--- src/rtl/gpio_spi_expander_if.sv ---
// SPI pin bundle between the board controller (master) and the IO expander (slave).
// Latency: none, wires only.
// Backpressure: none; SPI has no flow control, the master owns all timing.
// Ports: spi_sclk, spi_cs_n, spi_mosi driven by master; spi_miso, spi_miso_oe driven by slave.
interface gpio_spi_expander_if;
  logic spi_sclk;
  logic spi_cs_n;
  logic spi_mosi;
  logic spi_miso;
  logic spi_miso_oe;

  modport master (
    output spi_sclk,
    output spi_cs_n,
    output spi_mosi,
    input  spi_miso,
    input  spi_miso_oe
  );

  modport slave (
    input  spi_sclk,
    input  spi_cs_n,
    input  spi_mosi,
    output spi_miso,
    output spi_miso_oe
  );
endinterface

--- src/rtl/gpio_spi_expander.sv ---
// SPI mode-0 slave: shifts a WIDTH-bit frame in to gpio_out, shifts a gpio_in snapshot out on MISO.
// Latency: pin edge -> action SYNC_STAGES+1 clk; cs_n rise -> gpio_out/stb SYNC_STAGES+2 clk.
// Backpressure: none; the master paces everything, clk must be >= 4x spi_sclk.
// Ports: clk, rst (sync, active-high); spi (slave modport: sclk/cs_n/mosi in, miso/miso_oe out);
//        gpio_in (snapshot at frame start); gpio_out + gpio_out_stb (complete frame); frame_err.
module gpio_spi_expander #(
  parameter int               WIDTH       = 16,
  parameter int               SYNC_STAGES = 2,
  parameter logic [WIDTH-1:0] RESET_VAL   = '0
) (
  input  logic               clk,
  input  logic               rst,
  gpio_spi_expander_if.slave spi,
  input  logic [WIDTH-1:0]   gpio_in,
  output logic [WIDTH-1:0]   gpio_out,
  output logic               gpio_out_stb,
  output logic               frame_err
);

  localparam int              CW       = $clog2(WIDTH + 2);
  localparam logic [CW-1:0]   CNT_FULL = CW'(WIDTH);
  localparam logic [CW-1:0]   CNT_SAT  = CW'(WIDTH + 1);

  typedef enum logic [1:0] {WAIT_CS, IDLE, ACTIVE} state_t;

  state_t state, state_nxt;

  // Synchronisers, one history flop each, and registered single-clk edge pulses.
  logic [SYNC_STAGES-1:0] sclk_sync, cs_sync, mosi_sync;
  logic                   sclk_h, cs_h, mosi_h;
  logic                   sclk_rise_q, sclk_fall_q, cs_rise_q, cs_fall_q;
  // Fills with ones after reset; once full, the history flops reflect the real pins
  // rather than reset values, so a low cs_n held through reset cannot look like a fresh fall.
  logic [SYNC_STAGES+1:0] settle_sr;
  logic                   settled;

  logic [WIDTH-1:0] tx_sr, rx_sr;
  logic [CW-1:0]    bit_cnt;

  logic start, rx_shift, tx_shift, finish_ok, finish_err;

  assign settled = settle_sr[SYNC_STAGES+1];

  always_ff @(posedge clk) begin
    if (rst) begin
      sclk_sync   <= '0;
      cs_sync     <= '1;
      mosi_sync   <= '0;
      sclk_h      <= 1'b0;
      cs_h        <= 1'b1;
      mosi_h      <= 1'b0;
      sclk_rise_q <= 1'b0;
      sclk_fall_q <= 1'b0;
      cs_rise_q   <= 1'b0;
      cs_fall_q   <= 1'b0;
      settle_sr   <= '0;
    end else begin
      sclk_sync   <= {sclk_sync[SYNC_STAGES-2:0], spi.spi_sclk};
      cs_sync     <= {cs_sync[SYNC_STAGES-2:0], spi.spi_cs_n};
      mosi_sync   <= {mosi_sync[SYNC_STAGES-2:0], spi.spi_mosi};
      sclk_h      <= sclk_sync[SYNC_STAGES-1];
      cs_h        <= cs_sync[SYNC_STAGES-1];
      // mosi_h is sampled in the same clk as sclk_h, so it is the bit aligned with sclk_rise_q.
      mosi_h      <= mosi_sync[SYNC_STAGES-1];
      sclk_rise_q <= sclk_sync[SYNC_STAGES-1] & ~sclk_h;
      sclk_fall_q <= ~sclk_sync[SYNC_STAGES-1] & sclk_h;
      cs_rise_q   <= cs_sync[SYNC_STAGES-1] & ~cs_h;
      cs_fall_q   <= ~cs_sync[SYNC_STAGES-1] & cs_h;
      settle_sr   <= {settle_sr[SYNC_STAGES:0], 1'b1};
    end
  end

  always_ff @(posedge clk) begin
    if (rst) state <= WAIT_CS;
    else     state <= state_nxt;
  end

  // cs_rise wins over any coincident sclk edge; sclk edges outside ACTIVE are dropped.
  always_comb begin
    state_nxt  = state;
    start      = 1'b0;
    rx_shift   = 1'b0;
    tx_shift   = 1'b0;
    finish_ok  = 1'b0;
    finish_err = 1'b0;
    case (state)
      WAIT_CS: if (settled && cs_h) state_nxt = IDLE;
      IDLE: begin
        if (cs_fall_q) begin
          start     = 1'b1;
          state_nxt = ACTIVE;
        end
      end
      ACTIVE: begin
        if (cs_rise_q) begin
          state_nxt = IDLE;
          if (bit_cnt == CNT_FULL) finish_ok  = 1'b1;
          else                     finish_err = 1'b1;
        end else begin
          rx_shift = sclk_rise_q;
          tx_shift = sclk_fall_q;
        end
      end
      default: state_nxt = WAIT_CS;
    endcase
  end

  always_ff @(posedge clk) begin
    if (rst) begin
      gpio_out        <= RESET_VAL;
      gpio_out_stb    <= 1'b0;
      frame_err       <= 1'b0;
      spi.spi_miso    <= 1'b0;
      spi.spi_miso_oe <= 1'b0;
      tx_sr           <= '0;
      rx_sr           <= '0;
      bit_cnt         <= '0;
    end else begin
      gpio_out_stb <= finish_ok;
      frame_err    <= finish_err;
      if (start) begin
        tx_sr           <= gpio_in;
        rx_sr           <= '0;
        bit_cnt         <= '0;
        spi.spi_miso_oe <= 1'b1;
        spi.spi_miso    <= gpio_in[WIDTH-1];
      end
      if (rx_shift) begin
        rx_sr <= {rx_sr[WIDTH-2:0], mosi_h};
        // Saturate one past full so over-length frames never wrap back to a valid count.
        if (bit_cnt != CNT_SAT) bit_cnt <= bit_cnt + CW'(1);
      end
      if (tx_shift) begin
        tx_sr        <= {tx_sr[WIDTH-2:0], 1'b0};
        spi.spi_miso <= tx_sr[WIDTH-2];
      end
      if (finish_ok || finish_err) begin
        spi.spi_miso_oe <= 1'b0;
        spi.spi_miso    <= 1'b0;
      end
      if (finish_ok) gpio_out <= rx_sr;
    end
  end

endmodule
--- src/flat_wrapper.sv ---
// flat-port wrapper written by rule: the top's interface ports become plain ports
module gpio_spi_expander_flat 
#(
  parameter int               WIDTH       = 16,
  parameter int               SYNC_STAGES = 2,
  parameter logic [WIDTH-1:0] RESET_VAL   = '0
)
  (clk, rst, gpio_in, gpio_out, gpio_out_stb, frame_err, spi_spi_sclk, spi_spi_cs_n, spi_spi_mosi, spi_spi_miso, spi_spi_miso_oe);
  gpio_spi_expander_if spi_i ();
  input  logic clk;
  input  logic rst;
  input  logic [WIDTH-1:0] gpio_in;
  output logic [WIDTH-1:0] gpio_out;
  output logic gpio_out_stb;
  output logic frame_err;
  input wire logic [$bits(spi_i.spi_sclk)-1:0] spi_spi_sclk;
  input wire logic [$bits(spi_i.spi_cs_n)-1:0] spi_spi_cs_n;
  input wire logic [$bits(spi_i.spi_mosi)-1:0] spi_spi_mosi;
  output wire logic [$bits(spi_i.spi_miso)-1:0] spi_spi_miso;
  output wire logic [$bits(spi_i.spi_miso_oe)-1:0] spi_spi_miso_oe;
  assign spi_i.spi_sclk = spi_spi_sclk;
  assign spi_i.spi_cs_n = spi_spi_cs_n;
  assign spi_i.spi_mosi = spi_spi_mosi;
  assign spi_spi_miso = spi_i.spi_miso;
  assign spi_spi_miso_oe = spi_i.spi_miso_oe;
  gpio_spi_expander #(.WIDTH(WIDTH), .SYNC_STAGES(SYNC_STAGES), .RESET_VAL(RESET_VAL)) u_core (.clk(clk), .rst(rst), .spi(spi_i), .gpio_in(gpio_in), .gpio_out(gpio_out), .gpio_out_stb(gpio_out_stb), .frame_err(frame_err));
endmodule
--- config.mk ---
export PLATFORM = sky130hd
export DESIGN_NAME = gpio_spi_expander_flat
export DESIGN_NICKNAME = d
export VERILOG_FILES = /design/src/rtl/gpio_spi_expander_if.sv /design/src/rtl/gpio_spi_expander.sv /design/src/flat_wrapper.sv
export SDC_FILE = /design/constraint.sdc
export NUM_CORES = 1
export LEC_CHECK = 0
export CAP_MARGIN = 20
export CORE_MARGIN = 4
export CORE_UTILIZATION = 45
export CTS_BUF_LIST = sky130_fd_sc_hd__clkbuf_8
export CTS_CLUSTER_SIZE = 30
export DETAILED_ROUTE_END_ITERATION = 6
export PLACE_DENSITY = 0.68
export SYNTH_ARGS = -nofsm -noshare
export SYNTH_HDL_FRONTEND = slang
export SYNTH_SLANG_ARGS = --single-unit
--- constraint.sdc ---
create_clock -name clk -period 1.8 [get_ports clk]
set_input_delay 0.27 -clock clk [delete_from_list [all_inputs] [get_ports clk]]
set_output_delay 0.27 -clock clk [all_outputs]
set_load 0.05 [all_outputs]
# Yosys cells after proc, flatten, opt, wreduce, memory -nomap -nowiden
# Cells that the tools add are included.
# word_totals
latchBits	0
ramBits	0
reg_bits	75
wordCells	72
mem_count	0
rom_bits	0
out_inout_bits	20
# op_classes
bitwise	8
n_eq_ne	7
mul	0
order_cmp	0
reduce_logical	8
addsub	1
muxes	26
shift	0
div	0
# op_table
cell	n
$mux W16	2
$mux W15	2
$mux W1	15
$mux W5	3
$mux W2	3
$ne A2 B1 Y1 const B	3
$pmux W2 S3	1
$add A5 B1 Y5 const B	1
$eq A5 B5 Y1 const B	1
$ne A5 B5 Y1 const B	1
$and A1 B1 Y1	4
$not A1 Y1	4
$reduce_bool A2 Y1	2
$reduce_or A2 Y1	2
$reduce_and A3 Y1	1
$eq A2 B1 Y1 const B	1
$eq A2 B2 Y1 const B	1
$logic_not A2 Y1	1
$logic_and A1 B1 Y1	1
$logic_or A1 B1 Y1	1

# Depth between registers and ports, before layout
# Gate-level depths: netlist of the first run.
# logic_depth
word_depth	6
depth_mapped	7
mapped_depth_nobuf	5

# Worst setup path after synthesis of the first run
# OpenSTA, ideal clock, no wires.
# synth_timing
kind	flip-flop to flip-flop
startpoint	reg u_core.bit_cnt[1]
endpoint	reg u_core.bit_cnt[2]
path_stages_with_launch	7
period_less_slack_ns	1.511
path_buffers	1
required_time_ns	1.726
setup_slack_ns	0.289
arrival_time_ns	1.437
cell_sequence	dfxtp_1 > inv_1 > ha_1 > nor4bb_1 > clkbuf_1 > or4b_1 > a31oi_1
# synth_between
elab_chain_len	3
word_cells_on_any_way	4
classes_between	add/sub: 1; eq/ne: 1; mux: 2
# synth_rtl
element	line	source
start, declared	gpio_spi_expander.sv:38	logic [CW-1:0] bit_cnt;
start signal, assigned	gpio_spi_expander.sv:131	if (bit_cnt != CNT_SAT) bit_cnt <= bit_cnt + CW'(1);
$add A5 B1 Y5 / $ne A5 B5 Y1 (equally long branches)	gpio_spi_expander.sv:131	
$mux W5 (*)	gpio_spi_expander.sv:131	
$mux W5 (*)	gpio_spi_expander.sv:128	if (rx_shift) begin
# Mark *: on every way between the ends. The rest lies on a longest branch, timed or not.
# A chain may end at the register's enable or synchronous reset.

# Worst setup path after layout of the first run
# layout_timing
startpoint	reg u_core.gpio_out[14]
endpoint	out gpio_out[14]
# layout_rtl
element	line	source
start, declared	gpio_spi_expander.sv:15	output logic [WIDTH-1:0] gpio_out,
start signal, assigned	gpio_spi_expander.sv:141	if (finish_ok) gpio_out <= rx_sr;
end, declared	flat_wrapper.sv:13	output logic [WIDTH-1:0] gpio_out;
# No word-level cell between the ends.

==> results of run 1 <==
## flip-flops by register name, summed over array words and instances, names as in the netlist, 2 cells and up
signal            flops
u_core.cs_sync        2
u_core.mosi_sync      2
u_core.state          2
u_core.tx_sr         15
u_core.sclk_sync      2
u_core.bit_cnt        5
u_core.settle_sr      4
u_core.rx_sr         16
u_core.gpio_out      16
## power breakdown
| part | internal, W | switching [W] |
|---|---|---|
| logic | 0.0000539 | 0.0000376 |
| clock network | 0.000706 | 0.000573 |
| registers | 0.00167 | 0.00000616 |
| total | 0.00243 | 0.000617 |
## logic make-up (layout without fill, tap and decap cells)
logic type	count (synthesis)	count (layout)	synth area share, %
multiplexers	16	16	5.65
buffers and inverters	33	75	5.12
AO/OA/AOI/OAI	77	77	15.8
flip-flops	75	75	52.5
AND/OR/NAND/NOR	104	104	19.6
adder cells (fa/ha/maj)	3	3	1.31
## final cells by class
cell class                 count  area, sq um
timing repair buffer          55          533
sequential                    75         1500
clock inverter                 4         50.0
multi-input combinational    200         1220
fill                         531         2450
tap                           75         93.8
clock buffer                  11          151
inverter                       5         18.8
## per-layer routing
| metal | vias to the layer above | track usage [%] | wire [microns] |
|---|---|---|---|
| met4 | 0 | 7.95 | 109 |
| li1 | 1162 | - | - |
| met5 | - | 0 | 0 |
| met2 | 45 | 25.2 | 2550 |
| met3 | 10 | 3.29 | 235 |
| met1 | 1014 | 20.1 | 2630 |
## stage by stage
stage	power, W	util, %
3_5_place_dp	0.00181	55.8
3_3_place_gp	0.00181	55.8
2_1_floorplan	0.00175	-
5_1_grt	0.00317	59.3
6_report	0.00305	59.3
4_1_cts	0.00309	59.2
## synthesized netlist by cell type (2+ instances only)
library cell / instances / share of area (%)
buf_2: 12 / 2.1
a21oi_1: 36 / 6.3
nor2_1: 17 / 2.2
nor2b_1: 10 / 2.2
nand3_1: 35 / 6.1
nor4bb_1: 3 / 1.1
a31oi_1: 2 / 0.44
a211oi_1: 15 / 3.9
mux2i_1: 15 / 5.3
dfxtp_1: 75 / 53
ha_1: 3 / 1.3
or2_2: 3 / 0.66
and3_1: 2 / 0.44
nand4bb_1: 3 / 1.2
inv_1: 5 / 0.66
nand2_1: 18 / 2.4
nand3b_1: 5 / 1.3
nor3_1: 2 / 0.35
clkbuf_1: 15 / 2.0
o211ai_1: 4 / 1.1
o21ai_0: 16 / 2.8
## worst paths after layout
kind                                     from                             to  slack [ns]  cells past startpoint
max          u_core.gpio_out[14]$_SDFFE_PP0P_                   gpio_out[14]        0.06                      1
min                                       rst       u_core.mosi_h$_SDFF_PP0_        0.29                      2
max reg2reg      u_core.state[0]$_SDFFE_PP0P_   u_core.tx_sr[8]$_SDFFE_PP0P_        0.15                      4
min reg2reg          u_core.sclk_h$_SDFF_PP0_  u_core.sclk_rise_q$_SDFF_PP0_        0.40                      1
## timing repair
action | 4_1_cts | 5_1_grt
endpoints found under the setup margin | 0 | 2
gates resized for setup | 0 | 2
setup buffers | 0 | 0
==> results.ini, run 1 <==
[run_status]
outcome = finished, final reports clean

[sta]
fin_ws_ns = 0.0584
drv_slew = 0
worst_pin_slew_ns = 0.678
setup_viol = 0
whs_ns = 0.288
finClkSkew_ns = 0.00695
fin_tns_setup_ns = 0
timing.final.crit_period_ns = 1.74
maxSlewHeadroom_pct = 54.8
finalCritPeriodShare_pct = 96.8
rsz0062_at_grt = false
max_freq_ghz = 0.574
hold_viol_final = 0

[die]
dieWidth_microns = 87.7
start_util_pct = 47.4
die_y_microns = 87.7
fp.dieArea_sq_mm = 0.00769
placementRows = 28
coreArea_sq_mm = 0.00603
io_pins = 41

[worst_setup_path]
worst-path-buf-inv = 1
cp.arrival_ns = 1.47
cp_slowest_stage_delay_ns = 0.81
worstPathMaxFanout = 2
crit_required_ns = 1.53
critPathKind = flip-flop to output pin
worst_setup_path_end_kind = output pin
cpLargestDelayFamily = buffers and inverters
crit_slowest_cell = clkdlybuf4s50_1
cp-start-kind = flip-flop
path_cells = clkdlybuf4s50_1

[placement]
gp_congestion = 0.758
dpl-instance-area_sq_mm = 0.00336
hpwl_microns = 3740
preCtsSetupSlack_ns = 0.162
place_inst = 410
port_buffers = 40

[global_routing]
grt_max_degree = 58
grt_pass1_wl_microns = 9570
gr-total-overflow = 0
grt_pass1_vias = 2106
grtUsageTotal_pct = 15.7
antenna_found_initial = 0

[synthesis]
synth_top_flop_cell = dfxtp_1
syn-instance-count = 308
synth_enable_flop_cells = 0
ys_ff_latch = 75
avgSynthCellArea_sq_um = 9.28
async_reset_ff_share_pct = 0
syn-num-nets = 332
yosysWarnings = 0
netlist_area_sq_mm = 0.00286
ys_seq_area_share_pct = 52.5
synth_cell_types = 33

[routing]
drt_pass1_iterations = 4
drt_iter0_markers = 102
wl_per_cell_microns = 13.0
antenna_left = 0
vias = 2231
wirelength_microns = 5520
drcViolationCount = 0
drt-vias-per-instance = 5.25

[clock_tree]
cts_max_path_buffers = 2
cts_tree = built
cts-buffers-inserted = 9
insertion_delay_ns = 0.34
clock-sinks = 75
clockRootBuffer = clkbuf_8
postCtsHoldBufs = 0
cts_max_level = 3
path_clk_slew_ns = 0.08

[layout]
mostFrequentLayoutCells = dfxtp_1, a21oi_1, nand3_1, clkdlybuf4s50_1, nand2_1
area_growth_pct = 25.0
final_cell_area_sq_mm = 0.00357
drive_above_1_share_pct = 11.4
fin_cells = 425
layout.nets = 370
num_antenna_cells = 0
final_common_cell = dfxtp_1

[pwr]
p_leak_nw = 1.39
ir_drop_mv = 0.464
pwr_density_cell_mw_per_mm2 = 854

[hold_path]
hold_path.class = input pin to flip-flop

[flow_run]
cap_violations = 0

Note: power is estimated with default switching activity, not from simulation.
==> inputs of run 2 (changes only) <==
--- a/config.mk
+++ b/config.mk
@@ -6,6 +6,7 @@
 export NUM_CORES = 1
 export LEC_CHECK = 0
 export CAP_MARGIN = 20
+export CORE_ASPECT_RATIO = 0.9
 export CORE_MARGIN = 4
 export CORE_UTILIZATION = 45
 export CTS_BUF_LIST = sky130_fd_sc_hd__clkbuf_8
==> constraint.sdc (replaced) <==
create_clock -name clk -period 1.8 [get_ports clk]
set_input_delay 0.18 -clock clk [delete_from_list [all_inputs] [get_ports clk]]
set_output_delay 0.18 -clock clk [all_outputs]
set_load 0.05 [all_outputs]
==> run 2 against run 1 <==
  * Final cell count increased by 3.3%
  * Core utilization decreased by 0.96 points
  * Critical path type unchanged
  * Global-route usage is 0.082 points lower
  * Cell area grew 0.39%
  * Sequential cell count stayed put
  * Via count up 1.1%
==> results.ini, run 2 (synthesis gave the netlist of run 1 again) <==
[pwr]
p_clk_share_pct = 44.1  ; was 41.9%
combinationalPowerShare_pct = 2.9  ; was 3.0%
ir_drop_mv = 0.967  ; was 0.464 mV
pwr_density_cell_mw_per_mm2 = 884  ; was 854 mW/mm^2
p_leak_nw = 1.36  ; was 1.39 nW
intPower_w = 0.00250  ; was 0.00243 W
total_power_w = 0.00317  ; was 0.00305 W
power_frac_seq_pct = 53.0  ; was 55.1%
swShare_pct = 21.0  ; was 20.2%
p_sw_w = 0.000665  ; was 0.000617 W

[sta]
finClkSkew_ns = 0.0106  ; was 0.00695 ns
timing.final.crit_period_ns = 1.67  ; was 1.74 ns
rsz0062_at_grt = false  ; unchanged
maxSlewHeadroom_pct = 52.7  ; was 54.8%
finalCritPeriodShare_pct = 92.8  ; was 96.8%
max_freq_ghz = 0.599  ; was 0.574 GHz
fin_tns_setup_ns = 0  ; unchanged
worst_pin_slew_ns = 0.710  ; was 0.678 ns
setup_viol = 0  ; unchanged
hold_viol_final = 0  ; unchanged
drv_slew = 0  ; unchanged

[global_routing]
antenna_found_initial = 0  ; unchanged
gr-total-overflow = 0  ; unchanged
grt_pass1_wl_microns = 9800  ; was 9570 microns
grt_max_degree = 25  ; was 58
grt_pass1_vias = 2150  ; was 2106
grtUsageTotal_pct = 15.7  ; about the same

[die]
fp.dieArea_sq_mm = 0.00769  ; about the same
io_pins = 41  ; unchanged
start_util_pct = 46.5  ; was 47.4%
placementRows = 27  ; was 28
dieWidth_microns = 92  ; was 87.7 microns
coreArea_sq_mm = 0.00615  ; was 0.00603 sq mm
die_y_microns = 83.6  ; was 87.7 microns

[hold_path]
worstHoldStart = rst  ; unchanged
min_path_cells = 2  ; unchanged
holdPathEnd = u_core.gpio_out[12]$_SDFFE_PP0P_  ; was u_core.mosi_h$_SDFF_PP0_
hold_path.class = input pin to flip-flop  ; unchanged

[layout]
layout.nets = 371  ; was 370
seqCellArea_sq_mm = 0.00150  ; unchanged
finish.utilization_pct = 58.3  ; was 59.3%
num_antenna_cells = 0  ; unchanged
drive_above_1_share_pct = 11.1  ; was 11.4%
final_common_cell = dfxtp_1  ; unchanged
mostFrequentLayoutCells = dfxtp_1, clkdlybuf4s50_1, a21oi_1, nand3_1, nand2_1  ; was dfxtp_1, a21oi_1, nand3_1, clkdlybuf4s50_1, nand2_1
fill_cells = 588  ; was 531
reg.largest.list = u_core.gpio_out x16, u_core.rx_sr x16, u_core.tx_sr x15  ; unchanged
area_growth_pct = 25.4  ; was 25.0%
multi_input_area_sq_mm = 0.00122  ; unchanged

[routing]
wirelength_microns = 5560  ; was 5520 microns
vias = 2256  ; was 2231
drt_pass1_iterations = 4  ; unchanged
antenna_left = 0  ; unchanged
wl_per_cell_microns = 12.7  ; was 13.0 microns
drt-vias-per-instance = 5.14  ; was 5.25
drcViolationCount = 0  ; unchanged
drt_iter0_markers = 70  ; was 102

[worst_setup_path]
crit_required_ns = 1.62  ; was 1.53 ns
path_cells = clkdlybuf4s50_1  ; unchanged
critPathKind = flip-flop to output pin  ; unchanged
cp.arrival_ns = 1.49  ; was 1.47 ns
cpLargestDelayFamily = buffers and inverters  ; unchanged
r2r_end = u_core.bit_cnt[2]$_SDFF_PP0_  ; was u_core.tx_sr[8]$_SDFFE_PP0P_
cp-start-kind = flip-flop  ; unchanged
reg2reg_depth = 4  ; unchanged
cp_slowest_stage_delay_ns = 0.81  ; about the same
crit_slowest_cell = clkdlybuf4s50_1  ; unchanged
worstPathMaxFanout = 2  ; unchanged
reg2reg_slack_ns = 0.21  ; was 0.15 ns
r2r_start = u_core.state[1]$_SDFFE_PP0P_  ; was u_core.state[0]$_SDFFE_PP0P_
worst_setup_path_end_kind = output pin  ; unchanged
worst-path-buf-inv = 1  ; unchanged

[clock_tree]
post_cts_buffers = 0  ; unchanged
path_clk_slew_ns = 0.07  ; was 0.08 ns
ctsResizeCount = 0  ; unchanged
clockRootBuffer = clkbuf_8  ; unchanged
insertion_delay_ns = 0.35  ; was 0.34 ns
cts_tree = built  ; unchanged
clock-sinks = 75  ; unchanged
cts_max_level = 3  ; unchanged
postCtsHoldBufs = 0  ; unchanged
cts_max_path_buffers = 2  ; unchanged
cts-buffers-inserted = 9  ; unchanged

[placement]
hpwl_microns = 3780  ; was 3740 microns
port_buffers = 40  ; unchanged
gp_congestion = 0.762  ; was 0.758

[run_status]
outcome = finished, final reports clean  ; unchanged

[flow_run]
cap_violations = 0  ; unchanged

[run 2: per-layer routing]
metal,part of all wire [%],GRT usage (%)
met1,49,19.8
met2,44,24.3
met3,5.0,5.86
met4,1.7,5.67
met5,0,0
[run 2: power by group through the flow]
stage               Sequential [W]  Clock, W  Combinational (W)
floorplan                  0.00172         0          0.0000380
global placement           0.00172         0          0.0000919
detailed placement         0.00172         0          0.0000925
CTS                        0.00168   0.00142          0.0000928
global route               0.00168   0.00149           0.000101
finish                     0.00168   0.00140          0.0000923
[run 2: final cells by class]
class	instances	share of cell area, %
flip-flops and latches	75	41.9
multi-input cells	200	34.1
repair buffers	56	14.4
clock buffers	9	3.46
well taps	87	3.04
clock inverters	7	2.62
inverters	5	0.524
[run 2: worst max path at each step]
stage                                   startpoint                            end  slack [ns]  cells past startpoint
2_1_floorplan         u_core.bit_cnt[1]$_SDFF_PP0_   u_core.bit_cnt[2]$_SDFF_PP0_        0.29                      6
3_3_place_gp          u_core.bit_cnt[0]$_SDFF_PP0_   u_core.bit_cnt[3]$_SDFF_PP0_        0.27                      5
3_5_place_dp          u_core.state[0]$_SDFFE_PP0P_  u_core.tx_sr[11]$_SDFFE_PP0P_        0.24                      4
4_1_cts        u_core.spi.spi_miso_oe$_SDFFE_PP0P_                spi_spi_miso_oe        0.10                      1
5_1_grt               u_core.state[0]$_SDFFE_PP0P_  u_core.tx_sr[11]$_SDFFE_PP0P_       0.004                      4
6_report          u_core.spi.spi_miso$_SDFFE_PP0P_                   spi_spi_miso        0.13                      1
[run 2: metrics by stage]
stage / hold WS (ns) / setup slack (ns) / area, sq um / instances
global placement: 0.392 / 0.274 / 3370 / 423
finish: 0.286 / 0.130 / 3580 / 439
CTS: 0.269 / 0.105 / 3580 / 439
floorplan: 0.284 / 0.289 / 2860 / 308
global route: 0.304 / 0.00421 / 3580 / 439
detailed placement: 0.397 / 0.235 / 3370 / 423
